===== src/rtl/sd_ddr_rx_sequencer.sv =====
// rtl/sd_ddr_rx_sequencer.sv - DDR50 read-path sequencer for the four DAT-line IDDR capture cells
module sd_ddr_rx_sequencer #(
    parameter int BLK_W     = 12,
    parameter int TMO_W     = 16,
    parameter int FLUSH_CYC = 2
) (
    input  logic             clk_i,
    input  logic             rst_ni,
    input  logic             start_i,
    input  logic             abort_i,
    input  logic [BLK_W-1:0] blk_len_i,
    input  logic [TMO_W-1:0] timeout_i,
    input  logic [3:0]       dat_q1_i,
    input  logic [3:0]       dat_q2_i,
    output logic             iddr_ce_o,
    output logic             iddr_rst_o,
    output logic             busy_o,
    output logic             byte_valid_o,
    output logic [7:0]       byte_o,
    output logic             crc_valid_o,
    output logic             done_o,
    output logic [2:0]       err_o
);

    localparam logic [2:0] S_IDLE  = 3'd0;
    localparam logic [2:0] S_FLUSH = 3'd1;
    localparam logic [2:0] S_WAIT  = 3'd2;
    localparam logic [2:0] S_DATA  = 3'd3;
    localparam logic [2:0] S_CRC   = 3'd4;
    localparam logic [2:0] S_ENDB  = 3'd5;

    // Shared by the flush hold and the 16 CRC cycles; wide enough for either.
    localparam int CW = (FLUSH_CYC > 16) ? $clog2(FLUSH_CYC) : 4;

    logic [2:0]       state;
    logic [BLK_W-1:0] byte_cnt;
    logic [TMO_W-1:0] tmo_lim;
    logic [TMO_W-1:0] tmo_cnt;
    logic [CW-1:0]    sub_cnt;

    assign iddr_ce_o  = (state != S_IDLE);
    assign busy_o     = (state != S_IDLE);
    assign iddr_rst_o = (state == S_FLUSH);

    always_ff @(posedge clk_i or negedge rst_ni) begin
        if (!rst_ni) begin
            state        <= S_IDLE;
            byte_cnt     <= '0;
            tmo_lim      <= '0;
            tmo_cnt      <= '0;
            sub_cnt      <= '0;
            byte_valid_o <= 1'b0;
            crc_valid_o  <= 1'b0;
            byte_o       <= 8'h00;
            done_o       <= 1'b0;
            err_o        <= 3'b000;
        end else begin
            byte_valid_o <= 1'b0;
            crc_valid_o  <= 1'b0;
            done_o       <= 1'b0;
            // Abort drops straight to idle; any byte captured this cycle is never flagged valid.
            if (abort_i) begin
                state <= S_IDLE;
            end else begin
                case (state)
                    S_IDLE: begin
                        if (start_i) begin
                            err_o    <= 3'b000;
                            byte_cnt <= blk_len_i;
                            tmo_lim  <= timeout_i;
                            tmo_cnt  <= '0;
                            sub_cnt  <= '0;
                            if (blk_len_i == '0) begin
                                done_o <= 1'b1;
                            end else begin
                                state <= S_FLUSH;
                            end
                        end
                    end
                    S_FLUSH: begin
                        if (sub_cnt == CW'(FLUSH_CYC - 1)) begin
                            sub_cnt <= '0;
                            state   <= S_WAIT;
                        end else begin
                            sub_cnt <= sub_cnt + CW'(1);
                        end
                    end
                    S_WAIT: begin
                        // A start bit is checked first so it beats a timeout landing on the same cycle.
                        if (dat_q1_i == 4'h0) begin
                            if (dat_q2_i == 4'h0) begin
                                state <= S_DATA;
                            end else begin
                                err_o[1] <= 1'b1;
                                done_o   <= 1'b1;
                                state    <= S_IDLE;
                            end
                        end else begin
                            tmo_cnt <= tmo_cnt + TMO_W'(1);
                            if ((tmo_lim != '0) && (tmo_cnt + TMO_W'(1) == tmo_lim)) begin
                                err_o[0] <= 1'b1;
                                done_o   <= 1'b1;
                                state    <= S_IDLE;
                            end
                        end
                    end
                    S_DATA: begin
                        byte_o       <= {dat_q1_i, dat_q2_i};
                        byte_valid_o <= 1'b1;
                        byte_cnt     <= byte_cnt - BLK_W'(1);
                        if (byte_cnt == BLK_W'(1)) begin
                            sub_cnt <= '0;
                            state   <= S_CRC;
                        end
                    end
                    S_CRC: begin
                        byte_o      <= {dat_q1_i, dat_q2_i};
                        crc_valid_o <= 1'b1;
                        if (sub_cnt == CW'(15)) begin
                            state <= S_ENDB;
                        end else begin
                            sub_cnt <= sub_cnt + CW'(1);
                        end
                    end
                    S_ENDB: begin
                        if (dat_q1_i != 4'hF) begin
                            err_o[2] <= 1'b1;
                        end
                        done_o <= 1'b1;
                        state  <= S_IDLE;
                    end
                    default: state <= S_IDLE;
                endcase
            end
        end
    end

endmodule


===== config.mk =====
export PLATFORM = sky130hd
export DESIGN_NAME = sd_ddr_rx_sequencer
export DESIGN_NICKNAME = d
export VERILOG_FILES = /design/src/rtl/sd_ddr_rx_sequencer.sv
export SDC_FILE = /design/constraint.sdc
export NUM_CORES = 1
export LEC_CHECK = 0
export CAP_MARGIN = 5
export CORE_MARGIN = 8
export CORE_UTILIZATION = 30
export CTS_CLUSTER_DIAMETER = 30
export DETAILED_ROUTE_END_ITERATION = 16
export GPL_TIMING_DRIVEN = 0
export PLACE_DENSITY = 0.47
export SLEW_MARGIN = 10
export SYNTH_ARGS = -nofsm -noshare
export SYNTH_HDL_FRONTEND = slang
export SYNTH_SLANG_ARGS = --single-unit

===== constraint.sdc =====
create_clock -name clk_i -period 3.3 [get_ports clk_i]
set_clock_uncertainty 0.05 [all_clocks]
set_input_delay 0.66 -clock clk_i [delete_from_list [all_inputs] [get_ports clk_i]]
set_output_delay 0.66 -clock clk_i [all_outputs]
set_load 0.02 [all_outputs]

## After elaboration in Yosys (flattened, before gate mapping)

Cells that the tools add are included.

- Logic and storage cells: 100
- Register bits: 65
- Input port bits: 40
- Output and inout bits: 17

- Equality and inequality tests: 24
- Bitwise gates (word level): 1
- Muxes and demuxes: 39
- Reductions and logical operators: 21
- $add $sub $neg: 3

Operators by type and width:

| operator | count |
|---|---|
| 16-bit two-way mux | 2 |
| 16-bit one-hot mux with 2 select lines | 1 |
| 3-bit two-way mux | 9 |
| 12-bit one-hot mux with 2 select lines | 1 |
| 16-bit by 1-bit adder with 16-bit output (second input constant) | 1 |
| 16-bit == test | 1 |
| 4-bit two-way mux | 4 |
| 2-bit inequality test (second input constant) | 8 |
| 4-bit one-hot mux with 4 select lines | 1 |
| 16-bit nonzero test | 1 |
| 1-bit two-way mux | 15 |
| 3-bit one-hot mux with 5 select lines | 1 |
| 5-bit AND reduction | 3 |
| 12-bit by 1-bit == test with 1-bit output (second input constant) | 1 |
| 12-bit zero test | 1 |
| 12-bit two-way mux | 1 |
| 3-bit inequality test (second input constant) | 4 |
| 12-bit by 1-bit subtractor with 12-bit output (second input constant) | 1 |
| 4-bit zero test | 2 |
| 4-bit inequality test (second input constant) | 2 |
| 4-bit AND reduction | 2 |
| 3-bit by 2-bit == test with 1-bit output (second input constant) | 2 |
| 3-bit == test (second input constant) | 2 |
| 3-bit AND reduction | 2 |
| 18 further kinds | 20 |

## Logic depth before layout (Yosys ltp)

- Depth after elaboration: 7
- Gate-level depth with buffers: 8
- Gate-level depth less buffers: 8

## Worst setup path before layout

Ideal clock, no wire load.

- Path kind: reg2reg
- Start: register tmo_cnt[0]
- End: register state[1]
- Required time: 3131 ps
- Cell stages (with the launch flop): 8
- Slack: 1006 ps
- Path buffers: 0
- Library setup time: 119 ps
- Period minus slack after synthesis: 2294 ps
- Arrival time: 2125 ps
- Cell sequence: dfrtp_1 -> ha_1 -> nand3_2 -> nor4_4 -> xnor2_1 -> or4_1 -> or3_1 -> o21ba_1

- Word-level cells in the longest chain between the ends: 5

RTL lines:

| element | line | RTL |
|---|---|---|
| start, declared | 38 | `logic [TMO_W-1:0] tmo_cnt;` |
| start signal, assigned | 99 | `tmo_cnt <= tmo_cnt + TMO_W'(1);` |
| 16-bit by 1-bit adder with 16-bit output | 100 | `if ((tmo_lim != '0) && (tmo_cnt + TMO_W'(1) == tmo_lim)) begin` |
| 16-bit == test | 100 |  |
| 1-bit logical AND | 100 |  |
| 4-bit inequality test (no line) | n/a |  |
| 6-bit AND reduction (no line) | n/a |  |
| end signal, assigned | 96 | `state <= S_IDLE;` |
| end signal, assigned | 103 | `state <= S_IDLE;` |
| end signal, assigned | 113 | `state <= S_CRC;` |
| end, declared | 35 | `logic [2:0] state;` |

Every way passes these cells.
A chain may end at the register's enable or synchronous reset.

## Worst setup path after layout

- Start: input port abort_i
- End: register tmo_cnt[8]

- Word-level cells in the longest chain between the ends: 2

RTL lines:

| element | line | RTL |
|---|---|---|
| start, declared | 10 | `input logic abort_i,` |
| 1-bit inverter (no line) | n/a |  |
| 4-bit AND reduction (no line) | n/a |  |

Every way passes these cells.

==> flow_summary.html <==
<table>
<tr><th>Metric</th><th>Value</th></tr>
<tr><th colspan="2">Outcome</th></tr>
<tr><td>Run status</td><td>finished clean</td></tr>
<tr><th colspan="2">Layout</th></tr>
<tr><td>Number of nets at the end of the flow</td><td>556</td></tr>
<tr><td>Most frequent cells in the layout</td><td>93 x sky130_fd_sc_hd__nand2_1, 65 x sky130_fd_sc_hd__dfrtp_1, 54 x sky130_fd_sc_hd__clkdlybuf4s50_1</td></tr>
<tr><td>Antenna diode count</td><td>0</td></tr>
<tr><td>Share of final-layout standard cells stronger than drive strength 1</td><td>7.75%</td></tr>
<tr><td>Layout overhead on the synthesized area</td><td>28.7%</td></tr>
<tr><td>Post-layout instance count excluding filler cells</td><td>688</td></tr>
<tr><td>Leading cell type in the layout, fill and taps excluded</td><td>sky130_fd_sc_hd__nand2_1</td></tr>
<tr><th colspan="2">Clocking</th></tr>
<tr><td>Hold Buf Count CTS</td><td>0</td></tr>
<tr><td>CTS sink cnt</td><td>65</td></tr>
<tr><td>Clock latency on the worst-skew pair</td><td>330 ps</td></tr>
<tr><td>Buffers inserted by post-CTS timing repair</td><td>0</td></tr>
<tr><td># resized after CTS</td><td>0</td></tr>
<tr><td>Root Driver</td><td>sky130_fd_sc_hd__clkbuf_16</td></tr>
<tr><td>Clk slew on worst S/H paths</td><td>60 ps</td></tr>
<tr><td>Clock tree from TritonCTS</td><td>yes</td></tr>
<tr><td>Clock H-tree levels</td><td>3</td></tr>
<tr><td>Number of clock buffers inserted by TritonCTS</td><td>9</td></tr>
<tr><td>Buffer depth of the longest clock path</td><td>2</td></tr>
<tr><th colspan="2">Synth</th></tr>
<tr><td>Top cell type's share of synthesized area</td><td>43.1%</td></tr>
<tr><td>Net Count, Synth</td><td>489</td></tr>
<tr><td>Number of synthesis warnings</td><td>0</td></tr>
<tr><td>Biggest area contributors in the synthesized netlist</td><td>sky130_fd_sc_hd__dfrtp_1 43%, sky130_fd_sc_hd__nand2_1 9.3%, sky130_fd_sc_hd__o21ai_0 5.3%, sky130_fd_sc_hd__mux2_2 3.0%, sky130_fd_sc_hd__a21oi_1 2.9%</td></tr>
<tr><td>FFs w/ async S/R, synth</td><td>100%</td></tr>
<tr><td>Cells after Synth</td><td>444</td></tr>
<tr><td>Sequential share of the synthesized area</td><td>43.1%</td></tr>
<tr><td>Mapped Area</td><td>0.00377 mm²</td></tr>
<tr><td>Cell type contributing the most total cell area after synthesis</td><td>sky130_fd_sc_hd__dfrtp_1</td></tr>
<tr><td>Dominant synthesized flop cell</td><td>sky130_fd_sc_hd__dfrtp_1</td></tr>
<tr><td>Flip-flop and latch count after synthesis</td><td>65</td></tr>
<tr><td>Number of distinct standard cells referenced by the synthesized netlist</td><td>53</td></tr>
<tr><td>Synthesized area divided by synthesized cell count</td><td>8.49 µm²</td></tr>
<tr><td>Post-synth EDFFs</td><td>0</td></tr>
<tr><th colspan="2">Timing</th></tr>
<tr><td>Share of the cycle needed by the critical path after routing</td><td>92.0%</td></tr>
<tr><td>Worst slack on hold paths</td><td>224 ps</td></tr>
<tr><td>Slew at the pin closest to its max-slew limit</td><td>918 ps</td></tr>
<tr><td>Endpoints failing setup</td><td>0</td></tr>
<tr><td>Final Max Slew Viols</td><td>0</td></tr>
<tr><td>Peak Freq</td><td>0.330 GHz</td></tr>
<tr><td>Final-report hold violation count</td><td>0</td></tr>
<tr><td>Headroom to the max-slew limit</td><td>38.6%</td></tr>
<tr><td>RSZ-0062 raised after global routing</td><td>no</td></tr>
<tr><td>Post-layout min period</td><td>3030 ps</td></tr>
<tr><th colspan="2">Worst setup path</th></tr>
<tr><td>Slowest cell on the critical path</td><td>sky130_fd_sc_hd__nor2_1</td></tr>
<tr><td>Kind of critical path</td><td>in2reg</td></tr>
<tr><td>Kind of cell adding the most delay to the critical path</td><td>simple AND/OR/NAND/NOR gates</td></tr>
<tr><td>Arrival @ worst endpoint</td><td>3210 ps</td></tr>
<tr><td>Data required, critical path</td><td>3480 ps</td></tr>
<tr><td>Maximum fanout count along the critical path</td><td>9</td></tr>
<tr><td>Startpoint Class</td><td>input pin</td></tr>
<tr><td>Worst reg2reg path startpoint</td><td>state[0]</td></tr>
<tr><td>Buf+Inv Stages, Crit Path</td><td>1</td></tr>
<tr><td>Critical path's largest stage delay</td><td>790 ps</td></tr>
<tr><td>Worst-path cell chain</td><td>clkdlybuf4s50_1 -&gt; nor3_1 -&gt; o211ai_1 -&gt; nor2_1 -&gt; nand2_1 -&gt; o31ai_1</td></tr>
<tr><td>Kind of end point of the critical path</td><td>flip-flop</td></tr>
<tr><td>Worst Setup SP</td><td>abort_i</td></tr>
<tr><th colspan="2">Placement</th></tr>
<tr><td>Final RePlAce weighted congestion</td><td>0.886</td></tr>
<tr><td>Port bufs</td><td>55</td></tr>
<tr><td>DP Wirelength</td><td>8180 µm</td></tr>
<tr><td>Number of instances in the placed design</td><td>672</td></tr>
<tr><th colspan="2">Floorplan</th></tr>
<tr><td>Die extent in y</td><td>128 µm</td></tr>
<tr><td>Horizontal die dimension</td><td>128 µm</td></tr>
<tr><td>Std cell rows</td><td>41</td></tr>
<tr><td>Area enclosed by the die boundary</td><td>0.0164 mm²</td></tr>
<tr><td>Initial Utilization</td><td>30.3%</td></tr>
<tr><td>Number of I/O pins</td><td>57</td></tr>
<tr><td>Core region area</td><td>0.0125 mm²</td></tr>
<tr><th colspan="2">Hold path</th></tr>
<tr><td>Type of the tightest min-delay check</td><td>in2async</td></tr>
<tr><th colspan="2">Route</th></tr>
<tr><td>DRC</td><td>0</td></tr>
<tr><td>Number of nets with antenna violations after routing</td><td>0</td></tr>
<tr><td>Routed length on met3</td><td>505 µm</td></tr>
<tr><td>Via/cell ratio</td><td>5.12</td></tr>
<tr><td>Routed metal-1 wire length</td><td>5380 µm</td></tr>
<tr><td>Routed wl met2</td><td>4770 µm</td></tr>
<tr><td>Number of iterations in the first detailed-routing pass</td><td>6</td></tr>
<tr><td>Routed wire length</td><td>10900 µm</td></tr>
<tr><td>Highest metal layer with signal wires</td><td>met4</td></tr>
<tr><td>Vias</td><td>3520</td></tr>
<tr><td>DRC violation total after the first TritonRoute iteration</td><td>187</td></tr>
<tr><td>Routed len/inst</td><td>15.9 µm</td></tr>
<tr><th colspan="2">Global routing</th></tr>
<tr><td>Vias in the first global route</td><td>3449</td></tr>
<tr><td>Wire length of the first global-routing pass</td><td>17700 µm</td></tr>
<tr><td>Aggregate global-route resource usage</td><td>13.7%</td></tr>
<tr><td>Global route overflow</td><td>0</td></tr>
<tr><td>Initial antenna violation count</td><td>0</td></tr>
<tr><td>Maximum number of pins on one net before global-route repair</td><td>34</td></tr>
<tr><th colspan="2">Pwr</th></tr>
<tr><td>Switching share of power</td><td>38.7%</td></tr>
<tr><td>Leakage power</td><td>1.96 nW</td></tr>
<tr><td>P_int</td><td>0.00229 W</td></tr>
<tr><td>Power density over cell area</td><td>770 mW/mm²</td></tr>
<tr><td>Sequential Power Share</td><td>35.4%</td></tr>
<tr><td>Reported net switching power</td><td>0.00145 W</td></tr>
<tr><td>Worst supply voltage drop on vdd</td><td>0.260 mV</td></tr>
<tr><td>Gate power share</td><td>38.5%</td></tr>
<tr><td>Proportion of power drawn by the clock network</td><td>26.1%</td></tr>
<tr><td>Overall power of the completed layout</td><td>0.00374 W</td></tr>
<tr><th colspan="2">Job</th></tr>
<tr><td>Max-capacitance violation count</td><td>0</td></tr>
</table>
==> cell usage after synthesis, drive strengths merged (2+ instances only) <==
| cell | instances |
|---|---|
| nor2b | 4 |
| a31oi | 3 |
| or4 | 5 |
| clkbuf | 17 |
| nor3 | 10 |
| a32oi | 3 |
| o21ai | 42 |
| and4 | 4 |
| a21oi | 22 |
| mux2 | 10 |
| nand2b | 5 |
| and2 | 2 |
| inv | 11 |
| or3 | 5 |
| xor2 | 6 |
| o22ai | 6 |
| dfrtp | 65 |
| nand4 | 11 |
| nor3b | 2 |
| a31o | 2 |
| nand2 | 93 |
| o311ai | 2 |
| a211oi | 3 |
| ha | 5 |
| a22o | 2 |
| nand3 | 14 |
| o211ai | 3 |
| or2 | 3 |
| nor2 | 29 |
| o31ai | 8 |
| nor4 | 14 |
| a21o | 3 |
| mux2i | 5 |
| buf | 3 |
| xnor2 | 10 |
==> power by group through the flow <==
| stage | sequential [W] | clock (W) | combinational (W) |
|---|---|---|---|
| 2_1_floorplan | 0.00132 | 0 | 0.000923 |
| 3_3_place_gp | 0.00133 | 0 | 0.00143 |
| 3_5_place_dp | 0.00134 | 0 | 0.00145 |
| 4_1_cts | 0.00132 | 0.000998 | 0.00146 |
| 5_1_grt | 0.00136 | 0.00102 | 0.00162 |
| 6_report | 0.00132 | 0.000973 | 0.00144 |
==> metal layers <==
metal,vias to the layer above,global-route usage [%]
met3,17,2.75
met4,0,7.27
met2,78,20.3
li1,1734,-
met5,-,0
met1,1691,18.4
==> sequential cells by signal, indices dropped and copies added (netlist names) <==
name	cells
tmo_cnt	16
tmo_lim	16
byte_cnt	12
byte_o	8
sub_cnt	4
err_o	3
state	3
byte_valid_o	1
crc_valid_o	1
done_o	1
==> per-stage QoR <==
step	setup TNS [ps]	instance area [µm²]	worst slack (ps)	utilization, %
after floorplan	0	3770	1010	-
after global placement	-59170	4540	-912	36.4
final	0	4850	265	38.9
after CTS	0	4850	302	38.9
after detailed placement	-291	4550	-52.8	36.5
after global routing	0	4850	143	38.9
==> area by class of cell <==
class	instances	area, µm²
inverter	12	45.0
timing repair buffer	56	568
clock inverter	5	55.1
tap	172	215
sequential	65	1630
multi-input combinational	347	2020
clock buffer	11	243
buffer	20	81.3
fill	1283	7610
==> logic make-up after synthesis <==
group | share of synthesized area (%)
multiplexers | 4.31
flip-flops | 43.1
XOR/XNOR | 3.72
adder cells (fa/ha/maj) | 1.66
buffers and inverters | 3.35
AO/OA/AOI/OAI | 17.1
AND/OR/NAND/NOR | 26.7
==> path summary, 6_finish.rpt <==
path | end | slack (ps) | cells after the start
max in group asynchronous | tmo_lim[13] | 2430 | 2
min in group clk_i | byte_cnt[6] | 450 | 2
hold reg to reg | byte_cnt[6] | 450 | 2
hold / removal | byte_cnt[6] | 220 | 1
setup reg to reg | tmo_cnt[8] | 580 | 6
setup / recovery | tmo_cnt[8] | 270 | 6
Power figures use the tool's default switching activity.
